===== src/rtl/booths_divider.sv =====
// Sequential restoring divider: one quotient bit per clock, load/init/done handshake.
// Signed two's-complement when SIGNED_DIV_EN is defined; unsigned-only otherwise.
module booths_divider #(
  parameter int unsigned N = 32
) (
  input  logic         clk,
  input  logic         rst_n,
  input  logic         load,
  input  logic [N-1:0] A,
  input  logic [N-1:0] B,
  output logic         init,
  output logic         done,
  output logic [N-1:0] Q,
  output logic [N-1:0] R,
  output logic         dbz
);

  localparam int unsigned CW = $clog2(N);

  typedef enum logic [2:0] {StIdle, StInit, StIter, StFixup, StDone} state_e;

  state_e          state_q;
  logic [N-1:0]    p_q;      // partial remainder, later the remainder result
  logic [N-1:0]    d_q;      // dividend shifting out, quotient shifting in
  logic [N-1:0]    b_mag_q;
  logic [CW-1:0]   cnt_q;
  logic            dbz_q;

  logic [N-1:0]    a_mag;
  logic [N-1:0]    b_mag;
  logic [N:0]      trial;

`ifdef SIGNED_DIV_EN
  logic            sign_q_q;
  logic            sign_r_q;

  assign a_mag = A[N-1] ? -A : A;
  assign b_mag = B[N-1] ? -B : B;
`else
  assign a_mag = A;
  assign b_mag = B;
`endif

  // P stays below |B| between iterations, so N bits of P plus the incoming bit suffice.
  assign trial = {p_q, d_q[N-1]} - {1'b0, b_mag_q};

  always_ff @(posedge clk or negedge rst_n) begin
    if (!rst_n) begin
      state_q  <= StIdle;
      p_q      <= '0;
      d_q      <= '0;
      b_mag_q  <= '0;
      cnt_q    <= '0;
      dbz_q    <= 1'b0;
`ifdef SIGNED_DIV_EN
      sign_q_q <= 1'b0;
      sign_r_q <= 1'b0;
`endif
      init     <= 1'b0;
      done     <= 1'b0;
      Q        <= '0;
      R        <= '0;
      dbz      <= 1'b0;
    end else begin
      init <= 1'b0;
      done <= 1'b0;
      unique case (state_q)
        StIdle: begin
          if (load) state_q <= StInit;
        end
        StInit: begin
          init    <= 1'b1;
          b_mag_q <= b_mag;
          cnt_q   <= CW'(N - 1);
`ifdef SIGNED_DIV_EN
          sign_q_q <= A[N-1] ^ B[N-1];
          sign_r_q <= A[N-1];
`endif
          if (B == '0) begin
            // Divide by zero skips straight to DONE with the fixed result preloaded.
            dbz_q   <= 1'b1;
            d_q     <= '1;
            p_q     <= A;
            state_q <= StDone;
          end else begin
            dbz_q   <= 1'b0;
            d_q     <= a_mag;
            p_q     <= '0;
            state_q <= StIter;
          end
        end
        StIter: begin
          if (!trial[N]) begin
            p_q <= trial[N-1:0];
            d_q <= {d_q[N-2:0], 1'b1};
          end else begin
            p_q <= {p_q[N-2:0], d_q[N-1]};
            d_q <= {d_q[N-2:0], 1'b0};
          end
          if (cnt_q == '0) begin
            state_q <= StFixup;
          end else begin
            cnt_q <= cnt_q - 1'b1;
          end
        end
        StFixup: begin
`ifdef SIGNED_DIV_EN
          if (sign_q_q) d_q <= -d_q;
          if (sign_r_q) p_q <= -p_q;
`endif
          state_q <= StDone;
        end
        StDone: begin
          Q       <= d_q;
          R       <= p_q;
          dbz     <= dbz_q;
          done    <= 1'b1;
          state_q <= StIdle;
        end
        default: state_q <= StIdle;
      endcase
    end
  end

endmodule


===== config.mk =====
export PLATFORM = sky130hd
export DESIGN_NAME = booths_divider
export DESIGN_NICKNAME = d
export VERILOG_FILES = /design/src/rtl/booths_divider.sv
export SDC_FILE = /design/constraint.sdc
export NUM_CORES = 1
export LEC_CHECK = 0
export BUFFER_PORTS_ARGS = -buffer_cell sky130_fd_sc_hd__buf_4
export CAP_MARGIN = 20
export CORE_MARGIN = 4
export CORE_UTILIZATION = 50
export CTS_CLUSTER_DIAMETER = 60
export DETAILED_ROUTE_END_ITERATION = 10
export GPL_ROUTABILITY_DRIVEN = 0
export PLACE_DENSITY = 0.71
export SLEW_MARGIN = 20
export SYNTH_ARGS = -nofsm -noshare
export SYNTH_HDL_FRONTEND = slang
export SYNTH_SLANG_ARGS = --single-unit

===== constraint.sdc =====
create_clock -name clk -period 4.64 [get_ports clk]
set_input_delay 0.696 -clock clk [delete_from_list [all_inputs] [get_ports clk]]
set_output_delay 0.696 -clock clk [all_outputs]
set_load 0.005 [all_outputs]

==> results of run 1 <==
## metrics by stage
step / util [%] / hold slack [ns] / worst slack (ns)
finish: 60.7 / 0.361 / 1.18
global route: 60.7 / 0.420 / 0.997
CTS: 60.7 / 0.398 / 1.21
detailed placement: 57.4 / 0.460 / 1.25
global placement: 57.4 / 0.457 / 1.37
floorplan: - / 0.400 / 1.88
## final timing paths
| path | slack (ns) | endpoint | depth (start not counted) | start |
|---|---|---|---|---|
| min reg2reg | 0.47 | state_q[2] | 1 | state_q[2] |
| max | 1.18 | p_q[22] | 12 | d_q[31] |
| min in group clk | 0.47 | state_q[2] | 1 | state_q[2] |
| max reg2reg | 1.18 | p_q[22] | 12 | d_q[31] |
| max in group asynchronous | 3.22 | p_q[9] | 2 | rst_n |
| min | 0.36 | Q[26] | 1 | rst_n |
## synthesized netlist by cell type, types with 4 or more instances
cell,instances
a211oi_1,5
nand2_1,106
a21oi_1,38
a22oi_1,56
clkbuf_1,38
nand2b_1,8
xnor2_1,19
nor2_1,37
nand4_1,12
o21bai_1,4
ha_1,34
nor4_1,9
buf_2,4
and2_1,4
o211ai_1,27
xor2_1,11
buf_1,11
a21o_1,10
inv_1,40
o31ai_1,5
o21ai_0,92
mux2_2,65
dfrtp_1,172
nor3_1,17
a22o_1,8
a221o_1,7
nand3_1,11
## kinds of logic (layout without fill, tap and decap cells)
kind of cell | after synthesis | after routing | share of synthesized area, %
XOR/XNOR | 30 | 30 | 2.87
buffers and inverters | 98 | 217 | 4.32
adder cells (fa/ha/maj) | 35 | 35 | 4.87
flip-flops | 172 | 172 | 47.0
AND/OR/NAND/NOR | 223 | 223 | 11.3
AO/OA/AOI/OAI | 294 | 294 | 21.5
multiplexers | 66 | 66 | 8.11
## routing by layer
| layer | wire (um) | part of all wire [%] |
|---|---|---|
| met2 | 10600 | 43 |
| met5 | 12 | 0.049 |
| met1 | 11300 | 47 |
| met4 | 480 | 2.0 |
| met3 | 1950 | 8.0 |
## state kept, by name, indices dropped and copies added, names as in the netlist, 3 cells and up
signal	cells
b_mag_q	32
d_q	32
state_q	3
p_q	32
R	32
Q	32
cnt_q	5
## final cells by class
type	instances	area [um^2]	share of cell area [%]
Tap cell	229	287	2.63
Sequential cell	172	4300	39.5
Inverter	41	154	1.41
Clock inverter	12	135	1.24
Multi-Input combinational cell	648	4470	41.0
Clock buffer	20	467	4.28
Timing Repair Buffer	144	1080	9.95
## power by group
group          switching [mW]  internal (mW)
registers               0.444           2.16
clock network           0.630          0.843
logic                    2.53           1.91
## worst max-delay path: stages, from the launching register on
cell and delay [ns]:
dfrtp_1 0.38, inv_1 0.05, ha_1 0.22, fa_1 0.40
nand2b_1 0.19, a21oi_1 0.32, o21ai_2 0.14, o21ai_2 0.26
or3_4 0.21, and3_1 0.41, buf_4 0.29, nor3_4 0.08
a221o_1 0.39
## layout by cell type, fill, tap and decap left out, types with 4 or more instances in the layout
master	n
inv_1	40
ha_1	34
buf_4	143
o211ai_1	27
o31ai_1	5
nand3_1	11
a21oi_1	38
a211oi_1	5
o21bai_1	4
nand2b_1	8
clkinv_2	4
a221o_1	7
xor2_1	11
dfrtp_1	172
nor3_1	16
mux2_2	65
nor2_1	35
a22oi_1	56
nor4_1	9
clkbuf_16	17
a22o_1	8
nand2_1	106
a21o_1	10
o21ai_0	92
nand4_1	12
xnor2_1	19
==> impl_results.md, run 1 <==
* Number of global-route vias before repair at 7,388
* Final hold vios at 0
* Grt met2 use at 35.8%
* All-Layer GR Usage at 24.5%
* First-pass GRT wire length at 39,800 um
* Die area at 20,500 um^2
* Via count at 7,506
* Setup bufs post-CTS at 0
* Met3 Track Usage GR at 5.06%
* Boundary Pins at 134
* Rows at 49
* Post-synth top flop: dfrtp_1
* Bufs on Longest Clock Path at 2
* Number of DRC markers in iteration 0 at 956
* Via-to-Cell Ratio at 5.93
* CTS clk-pin slew, worst paths at 0.07 ns
* Cell variety after synth at 66
* Final Instance Count excl. Fillers at 1,266
* Worst endpoint required time at 4.95 ns
* Routed len/inst at 19.3 um
* Fill cell count at 1,539
* Final ANT Viol Nets at 0
* Syn Inst Count at 918
* DRC errors left at 0
* Max Slew Vio Count at 0
* Gr ovfl total at 0
* Final WL at 24,400 um
* CTS Hold Buffers Added at 0
* GR peak layer: met1
* Hpwl dp at 17,400 um
* Clk_lat worst skew at 0.43 ns
* Synth area leader: dfrtp_1
* Area delta synth->final at 19.2%
* Initial antenna violation count at 1
* CTS Buf Count at 17
* RSZ-0062 raised after global routing: no
* Cts repair resizes at 0
* Syn Area/Cell at 9.97 um^2
* Fmax at 289 MHz
* Worst Path Max Fanout at 14
* # setup viols final at 0
* Worst Clk Skew at 0.00808 ns
* Root Buffer: clkbuf_16
* Yosys warns at 0
* Asr flop ratio synth at 100%
* Layout Nets at 1,126
* Sequential share of the synthesized area at 47.0%
* Post-Layout Inst Area at 10,900 um^2
* Die Wd at 143 um
* Core area at 18,000 um^2
* Largest net degree at the start of global routing at 101
* Met1 GRT Util at 37.0%
* Top-area cell type share of the netlist area at 47.0%
* Minimum clock period at 3.46 ns
* Number of port buffers at 133
* Slew @ Worst Pin at 0.966 ns
* Synth Net Count at 1,020
* Type of the tightest min-delay check: in -> async
* Pwr dens at 781 nW/um^2
* Clk sinks at 172
* Height of the die at 143 um
* Seq cells post-synth at 172
* Worst setup path class: reg -> reg
* Share of cells above drive strength 1 at 25.4%
* EDFF count, synth at 0
* WP data arrival at 3.77 ns
* Initial core utilization at 50.9%
* Synthesized cell area at 9150 um^2
* Ant diodes at 0
* CTS tree: built
* H-tree Lvls at 4
* Placed cells at 1,234
* Setup TNS at 0 ns
* Drt pass-1 iters at 6
* Final worst-path cycle share at 74.6%
* Outcome: complete, no violations
* Placed Area at 10,300 um^2
* Crit start category: flip-flop
* Critical path endpoint category: flip-flop
* Leakage at 5.03 nW
* Worst relative slew slack at 35.4%
* Top cells by area, synth: dfrtp_1, mux2_2, o21ai_0, ha_1, a22oi_1
* Peak VDD IR at 0.404 mV
* Power, Total at 8.52 mW
* Max Cap Violations at 0
Note: power is estimated with default switching activity, not from simulation.
==> run 2, diff against run 1 <==
==> constraint.sdc (replaced) <==
create_clock -name clk -period 3.44 [get_ports clk]
set_input_delay 0.516 -clock clk [delete_from_list [all_inputs] [get_ports clk]]
set_output_delay 0.516 -clock clk [all_outputs]
set_load 0.005 [all_outputs]
==> run 2 against run 1 <==
Die area unchanged. Design area increased by 0.55%. Wire length decreased by 0.78%. Register-to-register slack got worse by 0.99 ns. Critical path type unchanged.
==> impl_results.md, run 2 (synthesized netlist as in run 1, its figures left out) <==
* Outcome: complete, no violations
* Max incr delay on CP at 0.46 ns
* Clk_lat worst skew at 0.44 ns
* Die Wd at 143 um
* Clk sinks at 172
* Cts repair resizes at 0
* Final hold vios at 0
* Hpwl dp at 17,500 um
* Number of global-route vias before repair at 7,177
* Worst endpoint required time at 3.81 ns
* Largest net degree at the start of global routing at 99
* Most common library cell in the layout ignoring fill and taps: dfrtp_1
* Peak VDD IR at 0.591 mV
* Max Cap Violations at 0
* Hold WS at 0.0664 ns
* CTS Buf Count at 17
* # setup viols final at 0
* Slew @ Worst Pin at 0.831 ns
* Cell mode on critical path: o21ai_2
* Drt pass-1 iters at 5
* Ant diodes at 0
* Die area at 20,500 um^2
* Final Instance Count excl. Fillers at 1,276
* R2R depth at 11
* Worst setup path class: reg -> reg
* H-tree Lvls at 4
* Pwr dens at 1040 nW/um^2
* Leakage at 5.06 nW
* Worst Clk Skew at 0.00921 ns
* Height of the die at 143 um
* Area delta synth->final at 19.8%
* Fill cell count at 1,524
* Crit path to: p_q[25]
* CTS clk-pin slew, worst paths at 0.07 ns
* Fmax at 307 MHz
* All-Layer GR Usage at 23.6%
* Worst reg2reg path endpoint: p_q[25]
* Via-to-Cell Ratio at 5.95
* Crit-path slowest cell: a21oi_2
* Final worst-path cycle share at 94.6%
* Initial core utilization at 50.9%
* Boundary Pins at 134
* Setup TNS at 0 ns
* Routed len/inst at 19.0 um
* Minimum clock period at 3.25 ns
* Final WL at 24,200 um
* Crit start category: flip-flop
* Worst Path Max Fanout at 13
* Share of cells above drive strength 1 at 26.1%
* Root Buffer: clkbuf_16
* Number of port buffers at 133
* Placed Area at 10,400 um^2
* Most frequent cells in the layout: dfrtp_1, buf_4, nand2_1
* CP Launch Point: d_q[31]
* Critical path endpoint category: flip-flop
* WP data arrival at 3.63 ns
* CTS Hold Buffers Added at 0
* Initial antenna violation count at 0
* Worst relative slew slack at 44.6%
* RSZ-0062 raised after global routing: no
* Bufs on Longest Clock Path at 2
* Layout Nets at 1,136
* Post-Layout Inst Area at 11,000 um^2
* Max Slew Vio Count at 0
* Setup bufs post-CTS at 0
* Rows at 49
* Worst-path cell chain: inv_1, ha_1, fa_1, nand2b_1, a21oi_1, o21ai_2, o21ai_2, or3_4, nand3_1, a21oi_2, a221o_1
* Flop2flop setup slack at 0.19 ns
* Number of DRC markers in iteration 0 at 549
* Final ANT Viol Nets at 0
* Gr ovfl total at 0
* CTS tree: built
* DRC errors left at 0
* Placed cells at 1,243
* First-pass GRT wire length at 38,100 um
* R2R Path Start: d_q[31]
* Via count at 7,590
* Type of the tightest min-delay check: in -> async
* Core area at 18,000 um^2
[run 2: changes by cell type in the layout (fill, tap and decap cells not counted)]
cell / delta
inv_8: -1
buf_16: +1
buf_4: +8
clkinvlp_4: +3
clkinv_2: -1
clkinv_4: +1
buf_12: +1
clkbuf_8: -2
bufinv_16: -2
inv_6: +1
clkinv_8: +1
[run 2: how the worst min path moves through the flow]
stage | from | end
2_1_floorplan | rst_n | Q[0]
3_3_place_gp | dbz_q | dbz_q
3_5_place_dp | dbz_q | dbz_q
4_1_cts | rst_n | Q[25]
5_1_grt | rst_n | Q[25]
6_report | rst_n | Q[25]
[run 2: report_power, final]
part / internal, mW / switching (mW)
Clock: 0.956 / 0.869
Combinational: 2.69 / 3.43
Sequential: 2.91 / 0.587
[run 2: stage by stage]
stage	utilization [%]	total power, mW	setup slack (ns)
2_1_floorplan	-	7.63	0.676
3_3_place_gp	57.8	9.39	0.352
3_5_place_dp	57.8	9.51	0.255
4_1_cts	60.9	11.4	0.239
5_1_grt	61.0	12.3	0.0191
6_report	61.0	11.5	0.187
[run 2: final cells by class]
class	count	area (um^2)	area share, %
Tap cell	229	287	2.61
Multi-Input combinational cell	648	4470	40.8
Clock buffer	18	439	4.01
Clock inverter	14	115	1.05
Inverter	41	154	1.40
Sequential cell	172	4300	39.3
Timing Repair Buffer	154	1190	10.9
[run 2: critical path, delay by kind of cell, from the launching register on]
| kind | cells | cell delay, ns |
|---|---|---|
| flops | 1 | 0.38 |
| fa+ha+maj | 2 | 0.63 |
| buf+inv | 1 | 0.06 |
| compound gates | 5 | 1.35 |
| simple gates | 3 | 0.78 |
[run 2: metal layers]
metal	global-route usage, %	wire (um)
met1	36.0	11400
met3	4.25	1820
met5	0	0
met4	5.15	209
met2	35.2	10800
==> run 3, diff against run 2 <==
==> constraint.sdc (replaced) <==
create_clock -name clk -period 3 [get_ports clk]
set_input_delay 0.45 -clock clk [delete_from_list [all_inputs] [get_ports clk]]
set_output_delay 0.45 -clock clk [all_outputs]
set_load 0.005 [all_outputs]
==> run 3 against run 2 <==
Register-to-register slack got worse by 0.07 ns. Design area rose by 3.3%. Critical endpoint unchanged. Flip-flop and latch count did not move. Utilization rose by 2.0 points. Worst setup slack got worse by 0.065 ns. Final cell count rose by 2.8%. Sequential power rose by 14%. Count of clock-buffer cells in the layout rose by 2. Highest routed layer unchanged. Fmax rose by 13%. Die area did not move. Power rose by 20%.
==> impl_results.md, run 3 (synthesized netlist as in run 1, its figures left out) <==
* Drt pass-1 iters at 5
* CP Launch Point: p_q[1]
* Outcome: complete, no violations
* Bufs on Longest Clock Path at 2
* H-tree Lvls at 4
* Slew @ Worst Pin at 0.830 ns
* Max Cap Violations at 0
* Core area at 18,000 um^2
* Flop2flop setup slack at 0.12 ns
* Crit path to: p_q[25]
* RSZ-0062 raised after global routing: no
* Area delta synth->final at 23.7%
* Die area at 20,500 um^2
* Die Wd at 143 um
* WP data arrival at 3.19 ns
* Critical path endpoint category: flip-flop
* DRC errors left at 0
* Most frequent cells in the layout: buf_4, dfrtp_1, nand2_1
* Layout Nets at 1,172
* Worst setup path class: reg -> reg
* Fill cell count at 1,503
* Post-layout util at 63.0%
* Crit start category: flip-flop
* Rows at 49
* Final WL at 24,900 um
* Boundary Pins at 134
* Hpwl dp at 18,500 um
* # setup viols final at 0
* Pwr dens at 1210 nW/um^2
* Fmax at 347 MHz
* Number of port buffers at 133
* Clk_lat worst skew at 0.43 ns
* Number of global-route vias before repair at 7,496
* CTS clk-pin slew, worst paths at 0.07 ns
* Type of the tightest min-delay check: in -> reg
* Worst relative slew slack at 44.6%
* Gr ovfl total at 0
* Final hold vios at 0
* R2R depth at 9
* Placed cells at 1,278
* Via count at 7,844
* CTS Buf Count at 17
* Pre-CTS setup slack at 0.0552 ns
* Peak VDD IR at 0.588 mV
* Largest net degree at the start of global routing at 99
* Final ANT Viol Nets at 0
* Worst Path Max Fanout at 4
* Most common library cell in the layout ignoring fill and taps: buf_4
* Worst Clk Skew at 0.0106 ns
* Ant diodes at 0
* Root Buffer: clkbuf_16
* Routed len/inst at 19.0 um
* All-Layer GR Usage at 24.6%
* Worst endpoint required time at 3.31 ns
* Leakage at 5.25 nW
* Final WS setup at 0.122 ns
* CTS tree: built
* Initial core utilization at 50.9%
* First-pass GRT wire length at 39,600 um
* Via-to-Cell Ratio at 5.98
* Worst reg2reg path endpoint: p_q[25]
* Hold Crit Start: B[27]
* Final Instance Count excl. Fillers at 1,312
* Initial antenna violation count at 0
* Share of cells above drive strength 1 at 28.8%
* Final worst-path cycle share at 95.9%
* Setup TNS at 0 ns
* Clk sinks at 172
* Hold Path Stages at 3
* Max Slew Vio Count at 0
* R2R Path Start: p_q[1]
* Minimum clock period at 2.88 ns
* Number of DRC markers in iteration 0 at 775
* Height of the die at 143 um
==> run 3: cell types whose count changed in the layout (fill, tap and decap cells not counted), moves of 2 or more <==
cell	change
o21ai_0	-2
inv_8	+2
clkinv_2	-3
clkbuf_1	+2
buf_12	+3
o21ai_1	+2
buf_4	+32
clkinvlp_4	-2
a2111oi_0	-2
==> run 3: report_power, final <==
part / leakage (nW) / switching, mW / internal [mW] / total [mW]
Combinational: 2.82 / 4.13 / 3.39 / 7.52
Sequential: 2.16 / 0.645 / 3.34 / 3.99
Clock: 0.274 / 0.994 / 1.19 / 2.19
Total: 5.25 / 5.77 / 7.93 / 13.7
==> run 3: worst min path at each step <==
stage | to | slack [ns]
2_1_floorplan | Q[0] | 0.15
3_3_place_gp | Q[24] | 0.44
3_5_place_dp | Q[21] | 0.43
4_1_cts | b_mag_q[16] | 0.22
5_1_grt | b_mag_q[27] | 0.23
6_report | b_mag_q[27] | 0.23
==> run 3: per-stage QoR <==
| stage | cell area (um^2) | hold slack (ns) | total power [mW] |
|---|---|---|---|
| after detailed placement | 10700 | 0.432 | 11.3 |
| after global placement | 10700 | 0.438 | 11.2 |
| final | 11300 | 0.231 | 13.7 |
| after floorplan | 9150 | 0.154 | 8.75 |
| after CTS | 11300 | 0.221 | 13.6 |
| after global routing | 11300 | 0.226 | 14.8 |
==> run 3: routing by layer <==
| layer | share of wire (%) | vias up | GRT usage [%] |
|---|---|---|---|
| met2 | 44 | 292 | 35.4 |
| met1 | 47 | 3842 | 37.6 |
| li1 | - | 3672 | - |
| met5 | 0 | - | 0 |
| met4 | 2.1 | 0 | 7.09 |
| met3 | 7.3 | 38 | 5.22 |
==> run 3: final cells by class <==
type | count | area [um^2] | area share (%)
Clock buffer | 20 | 447 | 3.94
Clock inverter | 12 | 130 | 1.15
Inverter | 41 | 154 | 1.36
Multi-Input combinational cell | 648 | 4520 | 39.9
Sequential cell | 172 | 4300 | 38.0
Tap cell | 229 | 287 | 2.53
Timing Repair Buffer | 190 | 1490 | 13.1
==> run 3: repair_timing <==
action / in CTS / in global routing
resized for setup: 0 / 14
setup endpoints to repair: 0 / 32
hold endpoints to repair: 52 / 0
hold buffers: 1 / 0
buffers inserted: 0 / 1
==> run 3: critical path, cell delays in order, from the launching register on <==
cell and delay (ns):
dfrtp_1 0.45, ha_1 0.38, o21ai_0 0.30, a211oi_2 0.13, o31ai_1 0.39, a21oi_1 0.17
o21ai_0 0.32, nand2_1 0.13, xor2_1 0.17, a221o_1 0.33
